`src/rtl/imem_arbiter.sv`:
```
// Instruction-memory arbiter: shares one single-port instruction RAM between the
// fetch stage and a debug/loader port, with bounded debug starvation and burst locking.
module imem_arbiter #(
  parameter int STARVE_LIMIT = 4
) (
  input  logic        clk,
  input  logic        clr,
  input  logic        if_req,
  input  logic [31:0] if_addr,
  output logic        if_gnt,
  output logic        if_stall,
  output logic [31:0] if_data,
  input  logic        dbg_req,
  input  logic        dbg_we,
  input  logic        dbg_lock,
  input  logic [15:0] dbg_addr,
  input  logic [31:0] dbg_wdata,
  output logic        dbg_gnt,
  output logic        dbg_rvalid,
  output logic [31:0] dbg_rdata,
  output logic        mem_cs,
  output logic        mem_we,
  output logic [15:0] mem_addr,
  output logic [31:0] mem_wdata,
  input  logic [31:0] mem_rdata,
  output logic        locked
);

  localparam logic [0:0] ST_FETCH = 1'b0;
  localparam logic [0:0] ST_LOCK  = 1'b1;
  localparam int CNT_W = (STARVE_LIMIT < 1) ? 1 : $clog2(STARVE_LIMIT + 1);
  localparam logic [CNT_W-1:0] LIMIT_C = CNT_W'(STARVE_LIMIT);

  logic [0:0]       state_r;
  logic [0:0]       state_nxt_s;
  logic [CNT_W-1:0] starve_cnt_r;
  logic [CNT_W-1:0] starve_nxt_s;
  logic             if_gnt_s;
  logic             dbg_gnt_s;
  logic             dbg_rvalid_r;
  logic [31:0]      dbg_rdata_r;
  logic             unused_s;

  // Upper fetch address bits are outside the 64K-word instruction memory.
  assign unused_s = ^if_addr[31:16];

  // Grant selection: a held lock shuts fetch out, otherwise fetch wins until debug has waited long enough.
  always_comb begin
    if_gnt_s  = 1'b0;
    dbg_gnt_s = 1'b0;
    if ((state_r == ST_LOCK) && dbg_lock) begin
      dbg_gnt_s = dbg_req;
    end else if (if_req && dbg_req) begin
      if (starve_cnt_r == LIMIT_C) begin
        dbg_gnt_s = 1'b1;
      end else begin
        if_gnt_s = 1'b1;
      end
    end else begin
      if_gnt_s  = if_req;
      dbg_gnt_s = dbg_req;
    end
  end

  // Next lock state and debug starvation count.
  always_comb begin
    state_nxt_s  = ST_FETCH;
    starve_nxt_s = starve_cnt_r;
    case (state_r)
      ST_FETCH: begin
        if (dbg_gnt_s && dbg_lock) begin
          state_nxt_s = ST_LOCK;
        end else begin
          state_nxt_s = ST_FETCH;
        end
      end
      ST_LOCK: begin
        if (dbg_lock) begin
          state_nxt_s = ST_LOCK;
        end else begin
          state_nxt_s = ST_FETCH;
        end
      end
      default: begin
        state_nxt_s = ST_FETCH;
      end
    endcase
    if (dbg_gnt_s || !dbg_req) begin
      starve_nxt_s = {CNT_W{1'b0}};
    end else if (if_gnt_s) begin
      starve_nxt_s = starve_cnt_r + CNT_W'(1);
    end else begin
      starve_nxt_s = starve_cnt_r;
    end
  end

  // Arbitration state registers.
  always_ff @(posedge clk or posedge clr) begin
    if (clr) begin
      state_r      <= ST_FETCH;
      starve_cnt_r <= {CNT_W{1'b0}};
    end else begin
      state_r      <= state_nxt_s;
      starve_cnt_r <= starve_nxt_s;
    end
  end

  // Debug read return: one-cycle valid pulse, data held between reads.
  always_ff @(posedge clk or posedge clr) begin
    if (clr) begin
      dbg_rvalid_r <= 1'b0;
      dbg_rdata_r  <= 32'h0000_0000;
    end else begin
      dbg_rvalid_r <= dbg_gnt_s & ~dbg_we;
      if (dbg_gnt_s && !dbg_we) begin
        dbg_rdata_r <= mem_rdata;
      end else begin
        dbg_rdata_r <= dbg_rdata_r;
      end
    end
  end

  assign if_gnt     = if_gnt_s;
  assign dbg_gnt    = dbg_gnt_s;
  assign if_stall   = if_req & ~if_gnt_s;
  assign if_data    = if_gnt_s ? mem_rdata : 32'h0000_0000;
  assign mem_cs     = if_gnt_s | dbg_gnt_s;
  assign mem_we     = dbg_gnt_s & dbg_we;
  assign mem_addr   = if_gnt_s ? if_addr[15:0] : (dbg_gnt_s ? dbg_addr : 16'h0000);
  assign mem_wdata  = (dbg_gnt_s && dbg_we) ? dbg_wdata : 32'h0000_0000;
  assign dbg_rvalid = dbg_rvalid_r;
  assign dbg_rdata  = dbg_rdata_r;
  assign locked     = (state_r == ST_LOCK);

endmodule

```
`config.mk`:
```
export PLATFORM = sky130hd
export DESIGN_NAME = imem_arbiter
export DESIGN_NICKNAME = d
export VERILOG_FILES = /design/src/rtl/imem_arbiter.sv
export SDC_FILE = /design/constraint.sdc
export NUM_CORES = 1
export LEC_CHECK = 0
export BUFFER_PORTS_ARGS = -buffer_cell sky130_fd_sc_hd__buf_2
export CORE_AREA = 2 2 91 93
export CTS_CLUSTER_SIZE = 14
export DETAILED_ROUTE_END_ITERATION = 16
export DIE_AREA = 0 0 93 95
export MAX_ROUTING_LAYER = met4
export PLACE_DENSITY = 0.85
export SKIP_LAST_GASP = 1
export SLEW_MARGIN = 20
export SYNTH_ARGS = -nofsm -noshare
export SYNTH_HDL_FRONTEND = slang
export SYNTH_SLANG_ARGS = --single-unit
```
`constraint.sdc`:
```
create_clock -name clk -period 1.5 [get_ports clk]
set_clock_uncertainty 0.1 [all_clocks]
set_input_delay 0.075 -clock clk [delete_from_list [all_inputs] [get_ports clk]]
set_output_delay 0.075 -clock clk [all_outputs]
set_load 0.01 [all_outputs]
```
Word level (Yosys, flattened, before mapping)
Index checks and enable logic that the tools add are counted.
W data, S select, Z words.

storage, ports and cells
  bits of input ports = 118
  word-level logic and storage cells = 37
  register bits after elaboration = 37

operators by class
  mux-type cells = 15
  equal/unequal tests = 1
  bitwise gates (word level) = 7
  reduce and logical (&&, ||, !) cells = 9
  $add $sub $neg = 1

operators by type and width
  kind                   count
  $mux W32               2
  $mux W16               2
  $mux W1                8
  $mux W3                2
  $logic_and A1 B1 Y1    5
  $add A3 B1 Y3 const B  1
  $and A1 B1 Y1          3
  $eq A3 B3 Y1 const B   1
  $not A1 Y1             3
  $logic_not A1 Y1       2
  $pmux W1 S2            1
  $reduce_bool A2 Y1     1
  $logic_or A1 B1 Y1     1
  $or A1 B1 Y1           1

Depth between registers and ports, before layout
  depth after elaboration = 7
  mapped depth = 8
  mapped depth without buffers = 6

Worst setup path after synthesis
No wires, ideal clock.

  kind = register -> register
  from = register starve_cnt_r[0]
  to = register dbg_rdata_r[0], in the netlist dbg_rdata[0]
  clock period less this slack = 1.679 ns
  cell stages (with the launch flop) = 7
  path slack = -0.179 ns
  arrival = 1.454 ns
  cell sequence = dfrtp_1 > inv_1 > ha_1 > nand2_1 > a21oi_4 > buf_12 > mux2_4

on the way
  cells in the longest elaborated chain, start to end = 5

ends and longest elaborated chain
  element                 line  RTL
  start, declared         36    logic [CNT_W-1:0] starve_cnt_r;
  start signal, assigned  101   starve_cnt_r <= {CNT_W{1'b0}};
  start signal, assigned  104   starve_cnt_r <= starve_nxt_s;
  $eq A3 B3 Y1            54    if (starve_cnt_r == LIMIT_C) begin
  $mux W1                 54
  $mux W1                 53    end else if (if_req && dbg_req) begin
  $mux W1                 51    if ((state_r == ST_LOCK) && dbg_lock) begin
  $logic_and A1 B1 Y1     115   if (dbg_gnt_s && !dbg_we) begin
  end signal, assigned    116   dbg_rdata_r <= mem_rdata;
  end signal, assigned    118   dbg_rdata_r <= dbg_rdata_r;
  end, declared           41    logic [31:0] dbg_rdata_r;

No other way between the ends.
A chain may end at the register's enable or synchronous reset.

Final worst setup path
  from = register starve_cnt_r[0]
  to = output port mem_wdata[23]

on the way
  cells in the longest elaborated chain, start to end = 6

ends and longest elaborated chain
  element              line  RTL
  $eq A3 B3 Y1         54
  $mux W1              54
  $mux W1              53
  $mux W1              51
  $logic_and A1 B1 Y1  130   assign mem_wdata = (dbg_gnt_s && dbg_we) ? dbg_wdata : 32'h0000_0000;
  $mux W32             130
  end, declared        24    output logic [31:0] mem_wdata,

No other way between the ends.

==> impl_metrics.ini <==
[final_layout]
fin_nets = 618
drive_gt1_share_pct = 69.94
multi_input_area_mm2 = 0.001511
seqCellArea_um2 = 925.9
final_area_mm2 = 0.004906
final_cells = 604
syn_to_final_growth_pct = 103.9
fill_cells = 642
diodes = 0

[sta]
drv_slew = 0
setup_viol = 117
setup_ws_ns = -0.4904
finalHoldViolCount = 0
slew_headroom_pct = 68.72
tightest_slew_ns = 0.4691
fin_crit_sh_pct = 132.7
rsz0062_at_grt = yes
fmax_mhz = 502.4
min_period_ns = 1.990

[route]
met1_length_um = 4037
highest_layer = met4
drt_wl_total_um = 10290
dr.first_iter.drc_count = 84
vias = 2850
dr.pass1.iters = 4
postRouteAntennaNets = 0
dr_wl_met3_um = 585
wl_met2_um = 5515
drcViolationCount = 0
via_per_inst = 4.719
wl_per_cell_um = 17.03

[logic_synthesis]
synth_compound_area_share_pct = 11.60
synth_edf_count = 0
synthDistinctLibCells = 29
avgSynthCellArea_um2 = 10.74
yosys-mux-area-fraction_pct = 19.50
synth_nets = 344
async_reset_ff_share_pct = 100.0
synth_fa_ha_area_share_pct = 1.040
ys_ff_latch = 37
yosysWarnings = 0
synth_area_leaders = dfrtp_1 38%, mux2_4 18%, and2_1 9.1%
synthCells = 224
netlist_area_mm2 = 0.002406
yosysTopAreaCell = dfrtp_1
seq_area_frac_synth_pct = 38.48
yosys-top-cells-count = 37 x dfrtp_1, 35 x and2_1, 32 x and3_1
synth_top_area_share_pct = 38.48
synthSimpleGateAreaFrac_pct = 18.77
synth_xor_xnor_area_share_pct = 0.3640
ys.flop_type = dfrtp_1
synth_top_family_by_area = multiplexers
yosysMostFrequentCell = dfrtp_1

[global_route]
gr-total-overflow = 0
antenna_found_initial = 0
grtUsageTotal_pct = 21.29
grt_pass1_wl_um = 14120
grt_pass1_vias = 2715
grt_max_degree = 38

[run]
max_cap_viol_count = 0

[power_and_ir_drop]
cellPowerDensity_mw_per_mm2 = 758.4
power_leakage_nw = 2.698
vdd_drop_max_mv = 0.4521

[clock_network]
clock-root-buffer = clkbuf_8
cts_tree = done
clockBufferDepth = 2
cts_sinks = 37
clock_latency_ns = 0.29
cts_buffers = 5
h-tree-depth = 2
path_clk_slew_ns = 0.08

[worst_setup_path]
cp.arrival_ns = 1.82
slowest_stage = dfrtp_1
crit_path_max_incr_delay_ns = 0.38
crit_type = reg -> out
crit_family = buffers and inverters
path_cells = inv_1, ha_2, nand2_4, buf_6, a21boi_4, buf_12, and3_1, buf_2
required_ns = 1.32
end_kind = output pin
path_max_fanout = 18
cp_num_buf_inv = 4
start_kind = flip-flop

[placed_design]
post-dp-hpwl_um = 6038
portBuffers = 220
dpl.cell_count = 544
postPlaceCellArea_mm2 = 0.003814
place_congestion = 0.7493

[die]
fp.dieW_um = 93
die_height_um = 95
start_util_pct = 30.35
die_area_mm2 = 0.008835
io_pins = 237
row_count = 33
core_region_area_mm2 = 0.007928

[min_path]
hp-class = in -> reg

[run_status]
violations = negative setup slack
status = finished, violations left
[metal layers]
metal	GRT usage, %	up-vias
li1	-	1316
met1	25.31	1373
met2	38.22	145
met3	3.591	16
met4	4.167	0
met5	-	-
[layout make-up]
| type | instances | share of cell area, % |
|---|---|---|
| clock inverters | 2 | 0.7906 |
| well taps | 105 | 2.678 |
| clock buffers | 6 | 1.479 |
| multi-input cells | 148 | 30.81 |
| flip-flops and latches | 37 | 18.87 |
| inverters | 21 | 1.862 |
| repair inverters | 4 | 1.071 |
| repair buffers | 281 | 42.44 |
[state kept, by name (all words and copies together) (netlist names)]
register	flops
dbg_rdata	32
starve_cnt_r	3
dbg_rvalid	1
locked	1
[worst reg2reg max path: stages, from the launching register on]
cell and delay [ns]:
dfrtp_1 0.38, inv_1 0.06, ha_2 0.20, nand2_4 0.06
buf_4 0.14, a21oi_4 0.14, buf_6 0.17, buf_8 0.15
mux2_4 0.31
[kinds of logic (layout without fill, tap and decap cells)]
| logic type | count (synthesis) | after routing |
|---|---|---|
| adders and majority gates | 2 | 2 |
| AOI/OAI and AO/OA | 38 | 39 |
| muxes | 32 | 32 |
| and+or+nand+nor | 74 | 74 |
| buffers and inverters | 40 | 314 |
| xor gates and xnor gates | 1 | 1 |
| DFF | 37 | 37 |
[stage by stage]
step	utilization [%]	hold slack [ns]	TNS (ns)	power [mW]	setup WS, ns
global placement	48.11	0.1013	-13.89	2.488	-0.1698
finish	61.88	0.06290	-45.97	3.720	-0.4904
floorplan	-	0.09714	-8.057	2.010	-0.1636
detailed placement	48.11	0.1092	-19.06	2.522	-0.2473
CTS	59.49	0.05726	-43.51	3.643	-0.4982
global route	61.88	0.07104	-53.75	3.891	-0.5627
[placed cells by master, fill, tap and decap left out, types with 5 or more instances in the layout]
master,netlist,routed
dfrtp_1,37,37
buf_6,4,48
buf_4,2,10
o21ai_2,0,5
dlygate4sd3_1,0,34
inv_1,20,20
and2_4,0,34
buf_2,2,179
o21ai_4,0,11
and3_1,32,32
mux2_4,29,32
clkbuf_8,0,5
o211ai_1,16,16
[where the power goes]
| group | switching [mW] | total [mW] | internal [mW] |
|---|---|---|---|
| clock | 0.366 | 0.866 | 0.499 |
| combinational | 0.674 | 1.58 | 0.904 |
| sequential | 0.101 | 1.28 | 1.17 |
[repair_timing]
action / 4_1_cts / 5_1_grt
gates cloned: 9 / 2
hold buffers: 34 / 0
hold endpoints to repair: 70 / 0
endpoints found under the setup margin: 117 / 118
pin swaps: 19 / 5
buffers inserted: 4 / 3
gates resized for setup: 54 / 25
[worst paths after layout]
| check | startpoint | to | slack (ns) | cells after the start |
|---|---|---|---|---|
| setup / recovery | starve_cnt_r[0] | mem_wdata[23] | -0.49 | 8 |
| max in group asynchronous | clr | dbg_rdata[3] | 0.59 | 4 |
| hold reg to reg | dbg_rdata[7] | dbg_rdata[7] | 0.41 | 1 |
| hold / removal | dbg_req | starve_cnt_r[1] | 0.06 | 3 |
| setup reg to reg | starve_cnt_r[0] | dbg_rdata[3] | -0.33 | 8 |
| min in group asynchronous | clr | dbg_rdata[9] | 0.38 | 4 |
Power figures use the tool's default switching activity.
